[src/rtl/layer_compositor.sv]
`default_nettype none
// ============================================================================
//  Module   : layer_compositor
//  Purpose  : N-layer priority pixel compositor with per-layer enable,
//             frame-synchronous blink and a 2-stage colour/blank pipeline.
//  Revision : 1.0 - initial release
// ============================================================================
module layer_compositor #(
    parameter int NUM_LAYERS = 4,
    parameter int COLOR_W    = 8,
    parameter int H_ACTIVE   = 640,
    parameter int V_ACTIVE   = 480,
    parameter int BLINK_LOG2 = 4
) (
    input  logic                          clk,
    input  logic                          rst,
    input  logic [9:0]                    pixelx,
    input  logic [9:0]                    pixely,
    input  logic [NUM_LAYERS-1:0]         layer_visible,
    input  logic [NUM_LAYERS*3*COLOR_W-1:0] layer_color,
    input  logic [NUM_LAYERS-1:0]         layer_enable,
    input  logic [NUM_LAYERS-1:0]         blink_mask,
    input  logic [3*COLOR_W-1:0]          bg_color,
    input  logic [3*COLOR_W-1:0]          hl_color,
    input  logic                          highlight,
    output logic [COLOR_W-1:0]            vga_r,
    output logic [COLOR_W-1:0]            vga_g,
    output logic [COLOR_W-1:0]            vga_b,
    output logic                          blank,
    output logic                          sync,
    output logic                          blink_phase
);

    localparam int                c_RGB_W   = 3 * COLOR_W;
    localparam logic [9:0]        c_H_ACT   = 10'(H_ACTIVE);
    localparam logic [9:0]        c_V_ACT   = 10'(V_ACTIVE);
    localparam logic [BLINK_LOG2:0] c_CNT_ONE = {{BLINK_LOG2{1'b0}}, 1'b1};

    logic                   w_active;
    logic                   w_eof;
    logic                   w_frame_inc;
    logic [NUM_LAYERS-1:0]  w_eff;
    logic [c_RGB_W-1:0]     w_sel;

    logic [BLINK_LOG2:0]    r_frame_cnt;
    logic                   r_eof_q;
    logic                   r_blink_phase;
    logic [c_RGB_W-1:0]     r_s1_color;
    logic                   r_s1_active;
    logic [c_RGB_W-1:0]     r_s2_color;
    logic                   r_s2_active;

    assign w_active    = (pixelx < c_H_ACT) && (pixely < c_V_ACT);
    assign w_eof       = (pixely == c_V_ACT) && (pixelx == 10'd0);
    // Edge detect so a held coordinate (divided pixel clock) counts once.
    assign w_frame_inc = w_eof && !r_eof_q;
    assign w_eff       = layer_visible & layer_enable
                         & ~(blink_mask & {NUM_LAYERS{r_blink_phase}});

    // Walk from lowest priority upward so layer 0 wins the final assignment.
    always_comb begin
        w_sel = highlight ? hl_color : bg_color;
        for (int i = NUM_LAYERS - 1; i >= 0; i--) begin
            if (w_eff[i]) begin
                w_sel = layer_color[i*c_RGB_W +: c_RGB_W];
            end
        end
    end

    always_ff @(posedge clk) begin
        if (rst) begin
            r_frame_cnt   <= '0;
            r_eof_q       <= 1'b0;
            r_blink_phase <= 1'b0;
        end else begin
            r_eof_q       <= w_eof;
            r_blink_phase <= r_frame_cnt[BLINK_LOG2];
            if (w_frame_inc) begin
                r_frame_cnt <= r_frame_cnt + c_CNT_ONE;
            end
        end
    end

    always_ff @(posedge clk) begin
        if (rst) begin
            r_s1_color  <= '0;
            r_s1_active <= 1'b0;
            r_s2_color  <= '0;
            r_s2_active <= 1'b0;
        end else begin
            r_s1_color  <= w_sel;
            r_s1_active <= w_active;
            r_s2_color  <= r_s1_active ? r_s1_color : '0;
            r_s2_active <= r_s1_active;
        end
    end

    assign {vga_r, vga_g, vga_b} = r_s2_color;
    assign blank                 = r_s2_active;
    assign blink_phase           = r_blink_phase;
    assign sync                  = 1'b1;

endmodule
`default_nettype wire

[config.mk]
export PLATFORM = sky130hd
export DESIGN_NAME = layer_compositor
export DESIGN_NICKNAME = d
export VERILOG_FILES = /design/src/rtl/layer_compositor.sv
export SDC_FILE = /design/constraint.sdc
export NUM_CORES = 1
export LEC_CHECK = 0
export CAP_MARGIN = 20
export CELL_PAD_IN_SITES_DETAIL_PLACEMENT = 2
export CELL_PAD_IN_SITES_GLOBAL_PLACEMENT = 2
export CORE_UTILIZATION = 16
export DETAILED_ROUTE_END_ITERATION = 10
export PLACE_DENSITY = 0.81
export REMOVE_ABC_BUFFERS = 1
export SKIP_LAST_GASP = 1
export SLEW_MARGIN = 10
export SYNTH_ARGS = -nofsm -noshare
export SYNTH_HDL_FRONTEND = slang
export SYNTH_SLANG_ARGS = --single-unit
export TNS_END_PERCENT = 1
[constraint.sdc]
create_clock -name clk -period 1.7 [get_ports clk]
set_clock_uncertainty 0.2 [all_clocks]
set_input_delay 0.17 -clock clk [delete_from_list [all_inputs] [get_ports clk]]
set_output_delay 0.17 -clock clk [all_outputs]
set_load 0.02 [all_outputs]
==> results of run 1 <==
[layer usage]
metal,vias up,global-route usage (%),wire length (µm)
li1,1419,-,-
met1,1468,15.7,4850
met2,115,28.8,7070
met3,17,4.15,649
met4,0,6.46,259
met5,-,0,0
[worst max-delay path, cell delays in order]
cell and delay, ns:
clkdlybuf4s50_1 0.45, nor3_2 0.27, nand4_4 0.19, or4_4 0.56, a21oi_2 0.13
[stage by stage]
step           area (µm²)  util [%]  std cells  power [µW]  setup WS [ns]
2_1_floorplan        2610         -        246        1680         -0.849
3_3_place_gp         5120      31.0        685        2240         -0.408
3_5_place_dp         5120      31.0        685        2270         -0.525
4_1_cts              5420      32.8        700        4010        -0.0685
5_1_grt              5510      33.3        700        4120        -0.0566
6_report             5510      33.3        700        3920       -0.00635
[how the worst min path moves through the flow]
stage	start	to	slack (ns)
after floorplan	rst	r_frame_cnt[0]	0.04
after global placement	r_s1_color[16]	r_s2_color[16]	0.21
after detailed placement	r_s1_color[8]	r_s2_color[8]	0.22
after CTS	layer_color[0]	r_s1_color[0]	0.21
after global routing	pixelx[7]	r_s1_active	0.16
final	pixelx[7]	r_s1_active	0.13
[sequential cells by signal (all words and copies together), names as in the netlist]
| signal | cells |
|---|---|
| r_s1_color | 24 |
| r_s2_color | 24 |
| r_frame_cnt | 5 |
| blank | 1 |
| blink_phase | 1 |
| r_eof_q | 1 |
| r_s1_active | 1 |
[power by group through the flow]
stage               combinational, µW  sequential [µW]  clock (µW)
global route                      880             1430        1820
CTS                               827             1420        1760
floorplan                         223             1450           0
global placement                  794             1450           0
finish                            816             1420        1690
detailed placement                822             1450           0
[synth_stat cells]
library cell  count
nor2b_1           3
or4_1             2
nand2_1          29
a21oi_1           2
o2111a_1          1
mux2i_1          24
mux2_2           26
nor2_1            3
nand4_2           1
nand3_1           2
o311a_2           1
and4_1            1
ha_1              1
and4b_1           1
nor4_2            2
nand4_1           1
a22oi_1          24
and2_1           25
o21ai_0           1
inv_1             1
conb_1            1
or2_2             1
clkbuf_1         14
o31ai_1           2
nor3_1            3
nor4_4            1
nor4_1            2
dfxtp_1          57
a31o_2            2
a311o_1           1
o221ai_1         24
nand2b_1          1
buf_2             6
buf_4             1
[cell type report]
type,instances,area [µm²]
Fill cell,1794,11000
Timing Repair Buffer,219,2260
Multi-Input combinational cell,188,1550
Sequential cell,57,1140
Tap cell,220,275
Clock buffer,13,270
Clock inverter,2,12.5
Inverter,1,3.75
[kinds of logic after synthesis]
family	Yosys count	synth area share (%)
buffers and inverters	22	3.48
adders and majority gates	1	0.464
other	1	0.139
and+or+nand+nor	78	16.5
muxes	50	19.7
AOI/OAI and AO/OA	58	17.4
DFF	57	42.3
[timing repair]
item / in CTS / in global routing
endpoints found under the setup margin: 31 / 31
gates resized for setup: 3 / 21
pin swaps: 6 / 9
==> impl_metrics.tcl, run 1 <==
set metrics [dict create \
    synth_top_area_share_pct 42.3 \
    fp-row-count 47 \
    r2r_slack_ns 0.04 \
    hold_path_class "in -> reg" \
    drv_slew 0 \
    cts.reportedPaths.clkPinSlew_ns 0.05 \
    critPathKind "in -> reg" \
    power_density_nw_per_um2 712 \
    insertion_delay_ns 0.33 \
    hold-worst-slack_ns 0.128 \
    critPathRequiredTime_ns 1.76 \
    seq_power_share_pct 36.2 \
    fmaxAchievable_ghz 0.586 \
    r2r-start "blink_phase" \
    drt_iter0_drc 74 \
    synth_area_um2 2700 \
    port_buffers 204 \
    setup_viol 2 \
    clkPwrFrac_pct 43.0 \
    p_leak_uw 0.00216 \
    hold_viol 0 \
    path_max_fanout 6 \
    grt_pass1_wl_mm 19.9 \
    clock-sinks 57 \
    die_h_um 132 \
    coreArea_um2 16500 \
    place.gp.congestion 0.783 \
    ys_ff_latch 57 \
    root_buffer "clkbuf_16" \
    yosysWarnings 0 \
    drive_gt1_share_pct 15.6 \
    drc 0 \
    ios 206 \
    p_sw_uw 882 \
    grt_max_degree 26 \
    die_w_um 132 \
    layout_commonest_cell "clkdlybuf4s50_1" \
    cp-endpoint "r_frame_cnt[2]" \
    syn_avg_cell_area_um2 10.1 \
    via_per_inst 4.31 \
    grt_pass1_vias 3526 \
    wirelength_mm 12.8 \
    overflow 0 \
    htree_levels 3 \
    layout_common_cells "195 x clkdlybuf4s50_1, 56 x dfxtp_1, 29 x nand2_1, 26 x mux2_2, 25 x and2_1" \
    synth_area_leaders "dfxtp_1 42%, mux2_2 11%, mux2i_1 8.9%" \
    firstDrtPassIters 4 \
    dieArea_um2 17400 \
    cts_hold_buf 0 \
    hpwl_mm 9.85 \
    cp_data_arrival_time_ns 1.77 \
    ir_worst_vdd_mv 0.429 \
    track_usage_pct 15.2 \
    power_frac_comb_pct 20.8 \
    wl_per_cell_um 18.3 \
    reg2reg_to "r_s1_color[4]" \
    post-cts-setup-buffers 0 \
    setup.worst_path.start "pixelx[9]" \
    synth_cell_types 34 \
    synthCells 267 \
    postLayoutSetupSlackWorst_ns -0.00635 \
    fin_nets 656 \
    antenna_cells 0 \
    cp-end-kind "flop" \
    netSwitchingFraction_pct 22.5 \
    num_vias 3019 \
    synth.largest_area_cell "dfxtp_1" \
    grt_setup_unrepaired "true" \
    fin_crit_sh_pct 100 \
    period_needed_ns 1.71 \
    violations "negative setup slack" \
    clockBufferDepth 2 \
    ant_nets 0 \
    reg2regPathDepth 5 \
    intPower_uw 3040 \
    cap_violations 0 \
    syn_to_final_growth_pct 104 \
    cts_tree "yes" \
    critPathLaunchType "primary input" \
    cts_made_buffers 9 \
    min_path_cells 3 \
    tns_ns -0.0105 \
    antenna_found_initial 0 \
    start_util_pct 16.3 \
    status "finished, violations left" \
    yosysSeqAreaShare_pct 42.3 \
]
Note: power is estimated with default switching activity, not from simulation.
==> run 2: changes to the inputs <==
- CORE_UTILIZATION: 16 -> 18
- PLACE_DENSITY: 0.81 -> 0.86
- SKIP_LAST_GASP: 1 -> default
- clock period: 1.7 -> 1.6 ns (I/O delays scaled with it)
==> impl_metrics.tcl, run 2 (synthesis results as in run 1) <==
set metrics [dict create \
    syn_to_final_growth_pct 113 \
    cp_data_arrival_time_ns 1.69 \
    die_h_um 124 \
    layout_common_cells "160 x clkdlybuf4s50_1, 54 x dfxtp_1, 31 x dlygate4sd2_1, 28 x nand2_1" \
    fin_crit_sh_pct 106 \
    top_regs "r_s1_color (24), r_s2_color (24), r_frame_cnt (5)" \
    cp-end-kind "flop" \
    layout_commonest_cell "clkdlybuf4s50_1" \
    drv_slew 0 \
    cts_made_buffers 9 \
    firstDrtPassIters 4 \
    root_buffer "clkbuf_16" \
    critPathLaunchType "primary input" \
    dieArea_um2 15500 \
    clockBufferDepth 2 \
    port_buffers 204 \
    place_inst 659 \
    place.gp.congestion 0.743 \
    hpwl_mm 10.3 \
    final_cells 677 \
    die_w_um 124 \
    grt_pass1_vias 3741 \
    ir_worst_vdd_mv 0.424 \
    via_per_inst 4.61 \
    path_max_fanout 6 \
    drc 0 \
    grt_pass1_wl_mm 20.7 \
    register_area_um2 1140 \
    start_util_pct 18.5 \
    drive_gt1_share_pct 23.9 \
    num_vias 3121 \
    violations "negative setup slack" \
    multiInputGateArea_um2 1740 \
    hold_path_class "in -> reg" \
    track_usage_pct 17.5 \
    antenna_found_initial 0 \
    insertion_delay_ns 0.32 \
    cts_tree "yes" \
    postLayoutSetupSlackWorst_ns -0.0881 \
    n_fill_cell 1533 \
    status "finished, violations left" \
    grt_max_degree 25 \
    clock-sinks 57 \
    wl_per_cell_um 19.6 \
    wirelength_mm 13.3 \
    power_density_nw_per_um2 771 \
    critPathKind "in -> reg" \
    cts_hold_buf 0 \
    ant_nets 0 \
    antenna_cells 0 \
    hold_viol 0 \
    critPathRequiredTime_ns 1.60 \
    setup_viol 26 \
    cts.reportedPaths.clkPinSlew_ns 0.05 \
    overflow 0 \
    tns_ns -0.618 \
    ios 206 \
    dp_slack_ns -0.639 \
    p_leak_uw 0.00243 \
    fp-row-count 44 \
    p_total_uw 4420 \
    drt_iter0_drc 58 \
    fin_util_pct 39.3 \
    fin_nets 670 \
    period_needed_ns 1.69 \
    fmaxAchievable_ghz 0.592 \
    htree_levels 3 \
    grt_setup_unrepaired "true" \
    cap_violations 0 \
    coreArea_um2 14600 \
]
## run 2: cell count changes in the layout (fill, tap and decap cells not counted), sizes merged
cell	previous run	this run
clkdlybuf4s50	195	160
buf	15	29
dlymetal6s2s	9	13
bufinv	0	2
clkinvlp	1	0
clkbuf	13	10
clkinv	1	2
dlygate4sd2	0	31
## run 2: what timing repair did
item	CTS	global route
setup endpoints to repair	53	31
hold endpoints to repair	0	0
setup buffers	0	4
resized for setup	64	31
cloned	0	0
pin swaps	8	12
## run 2: critical path, cell delays in order
cell             delay [ns]
clkdlybuf4s50_1        0.44
nor4_4                 0.21
nand4_4                0.20
buf_4                  0.19
nor4_4                 0.13
mux2_2                 0.36
## run 2: stage by stage
stage	hold slack, ns	area, µm²
global route	0.149	5740
floorplan	0.0291	2610
detailed placement	0.218	5140
CTS	0.222	5590
global placement	0.208	5140
finish	0.102	5740
## run 2: layout make-up
class / count / share of cell area, %
clock buffer: 10 / 3.99
clock inverter: 4 / 1.22
multi-input combinational: 188 / 30.4
tap: 184 / 4.01
timing repair buffer: 233 / 40.4
sequential: 57 / 19.9
inverter: 1 / 0.0654
## run 2: layer usage
metal | vias up | share of wire [%] | global-route usage, %
li1 | 1447 | - | -
met1 | 1504 | 36 | 17.7
met2 | 147 | 55 | 33.3
met3 | 23 | 6.2 | 5.37
met4 | 0 | 2.6 | 6.24
met5 | - | 0 | 0
## run 2: power breakdown
group / internal (µW) / switching (µW)
sequential: 1490 / 15.3
clock: 1340 / 633
combinational: 603 / 341
## run 2: path summary, 6_finish.rpt
kind	end	startpoint	slack (ns)	cells after the start
setup reg to reg	r_s1_color[4]	blink_phase	-0.04	5
hold reg to reg	r_s2_color[16]	r_s1_color[16]	0.23	1
hold / removal	r_s1_active	pixely[5]	0.10	3
setup / recovery	r_frame_cnt[3]	pixely[0]	-0.09	6
==> run 3: changes to the inputs <==
- TNS_END_PERCENT: 1 -> default
==> impl_metrics.tcl, run 3 (synthesis results as in run 1) <==
set metrics [dict create \
    fmaxAchievable_ghz 0.608 \
    htree_levels 3 \
    cp_data_arrival_time_ns 1.63 \
    port_buffers 204 \
    cpPeakStageDelay_ns 0.33 \
    die_h_um 124 \
    overflow 0 \
    n_fill_cell 1512 \
    insertion_delay_ns 0.32 \
    drive_gt1_share_pct 25.6 \
    fin_util_pct 39.8 \
    clock-sinks 57 \
    start_util_pct 18.5 \
    path_max_fanout 22 \
    hold_path_class "in -> reg" \
    p_total_uw 4450 \
    grt_pass1_vias 3726 \
    critPathRequiredTime_ns 1.59 \
    syn_to_final_growth_pct 115 \
    firstDrtPassIters 4 \
    layout_commonest_cell "clkdlybuf4s50_1" \
    postLayoutSetupSlackWorst_ns -0.0457 \
    cts_made_buffers 9 \
    hpwl_mm 10.3 \
    violations "negative setup slack" \
    ant_nets 0 \
    cts_tree "yes" \
    fin_nets 670 \
    fin_area_um2 5810 \
    cp-end-kind "flop" \
    wl_per_cell_um 19.9 \
    setup_viol 21 \
    via_per_inst 4.57 \
    fin_crit_sh_pct 103 \
    drv_slew 0 \
    critPathLaunchType "flop" \
    die_w_um 124 \
    root_buffer "clkbuf_16" \
    slowest_stage "dfxtp_2" \
    coreArea_um2 14600 \
    period_needed_ns 1.65 \
    track_usage_pct 17.6 \
    register_area_um2 1150 \
    hold_viol 0 \
    antenna_cells 0 \
    ir_worst_vdd_mv 0.422 \
    antenna_found_initial 0 \
    multiInputGateArea_um2 1800 \
    grt_max_degree 25 \
    ios 206 \
    fp-row-count 44 \
    cts_hold_buf 0 \
    status "finished, violations left" \
    grt_pass1_wl_mm 20.7 \
    cts.reportedPaths.clkPinSlew_ns 0.05 \
    grt_setup_unrepaired "true" \
    dieArea_um2 15500 \
    place.gp.congestion 0.743 \
    cap_violations 0 \
    drt_iter0_drc 68 \
    top_regs "r_s1_color (24), r_s2_color (24), r_frame_cnt (5)" \
    drc 0 \
    clockBufferDepth 2 \
    wirelength_mm 13.4 \
    p_leak_uw 0.00242 \
    num_vias 3094 \
    timing.critical_path.cells "and2_1 > o2111a_2 > buf_12 > a22oi_2 > o221ai_4" \
    layout_common_cells "158 x clkdlybuf4s50_1, 53 x dfxtp_1, 35 x dlygate4sd2_1, 27 x nand2_1" \
    place_area_um2 5140 \
    critPathKind "reg -> reg" \
    power_density_nw_per_um2 766 \
]
==> run 3: worst paths after layout <==
check / slack, ns / startpoint / cells after the start / endpoint
worst max-delay path: -0.05 / blink_phase / 5 / r_s1_color[14]
worst max register to register: -0.05 / blink_phase / 5 / r_s1_color[14]
worst min-delay path: 0.005 / pixely[9] / 2 / r_s1_active
worst min register to register: 0.23 / r_s1_color[10] / 1 / r_s2_color[10]
==> run 3: power breakdown <==
part           internal [µW]  switching [µW]
Combinational            610             348
Sequential              1490            15.4
Clock                   1340             645
==> run 3: layout make-up <==
cell class                 count  area share [%]
timing repair buffer         233            40.2
multi-input combinational    188            30.9
sequential                    57            19.7
tap                          184            3.96
clock buffer                  10            3.94
clock inverter                 4            1.21
inverter                       1          0.0646
==> run 3: worst max-delay path: cells and delay by family, from the launching register on <==
kind                   cells  cell delay (ns)
flip-flops                 1             0.33
buffers and inverters      1             0.17
AND/OR/NAND/NOR            1             0.16
AO/OA/AOI/OAI              3             0.63
==> run 3: per-layer routing <==
layer	vias to the layer above	GRT usage, %	share of wire, %
met4	0	5.95	2.0
li1	1449	-	-
met5	-	0	0
met3	19	5.41	5.9
met2	141	33.7	55
met1	1485	17.9	37
==> run 3: per-stage QoR <==
step / cells / TNS [ns] / setup slack [ns] / hold slack, ns
5_1_grt: 677 / -2.12 / -0.121 / 0.0251
2_1_floorplan: 246 / -21.85 / -0.949 / 0.0291
3_3_place_gp: 659 / -11.42 / -0.536 / 0.208
3_5_place_dp: 659 / -13.91 / -0.639 / 0.218
4_1_cts: 674 / -1.06 / -0.0570 / 0.222
6_report: 677 / -0.480 / -0.0457 / 0.00507
==> run 3: what timing repair did <==
action                     4_1_cts  5_1_grt
setup endpoints to repair       53       31
buffers inserted                 0        3
cloned                           1        0
pin swaps                       14        8
resized for setup               70       47
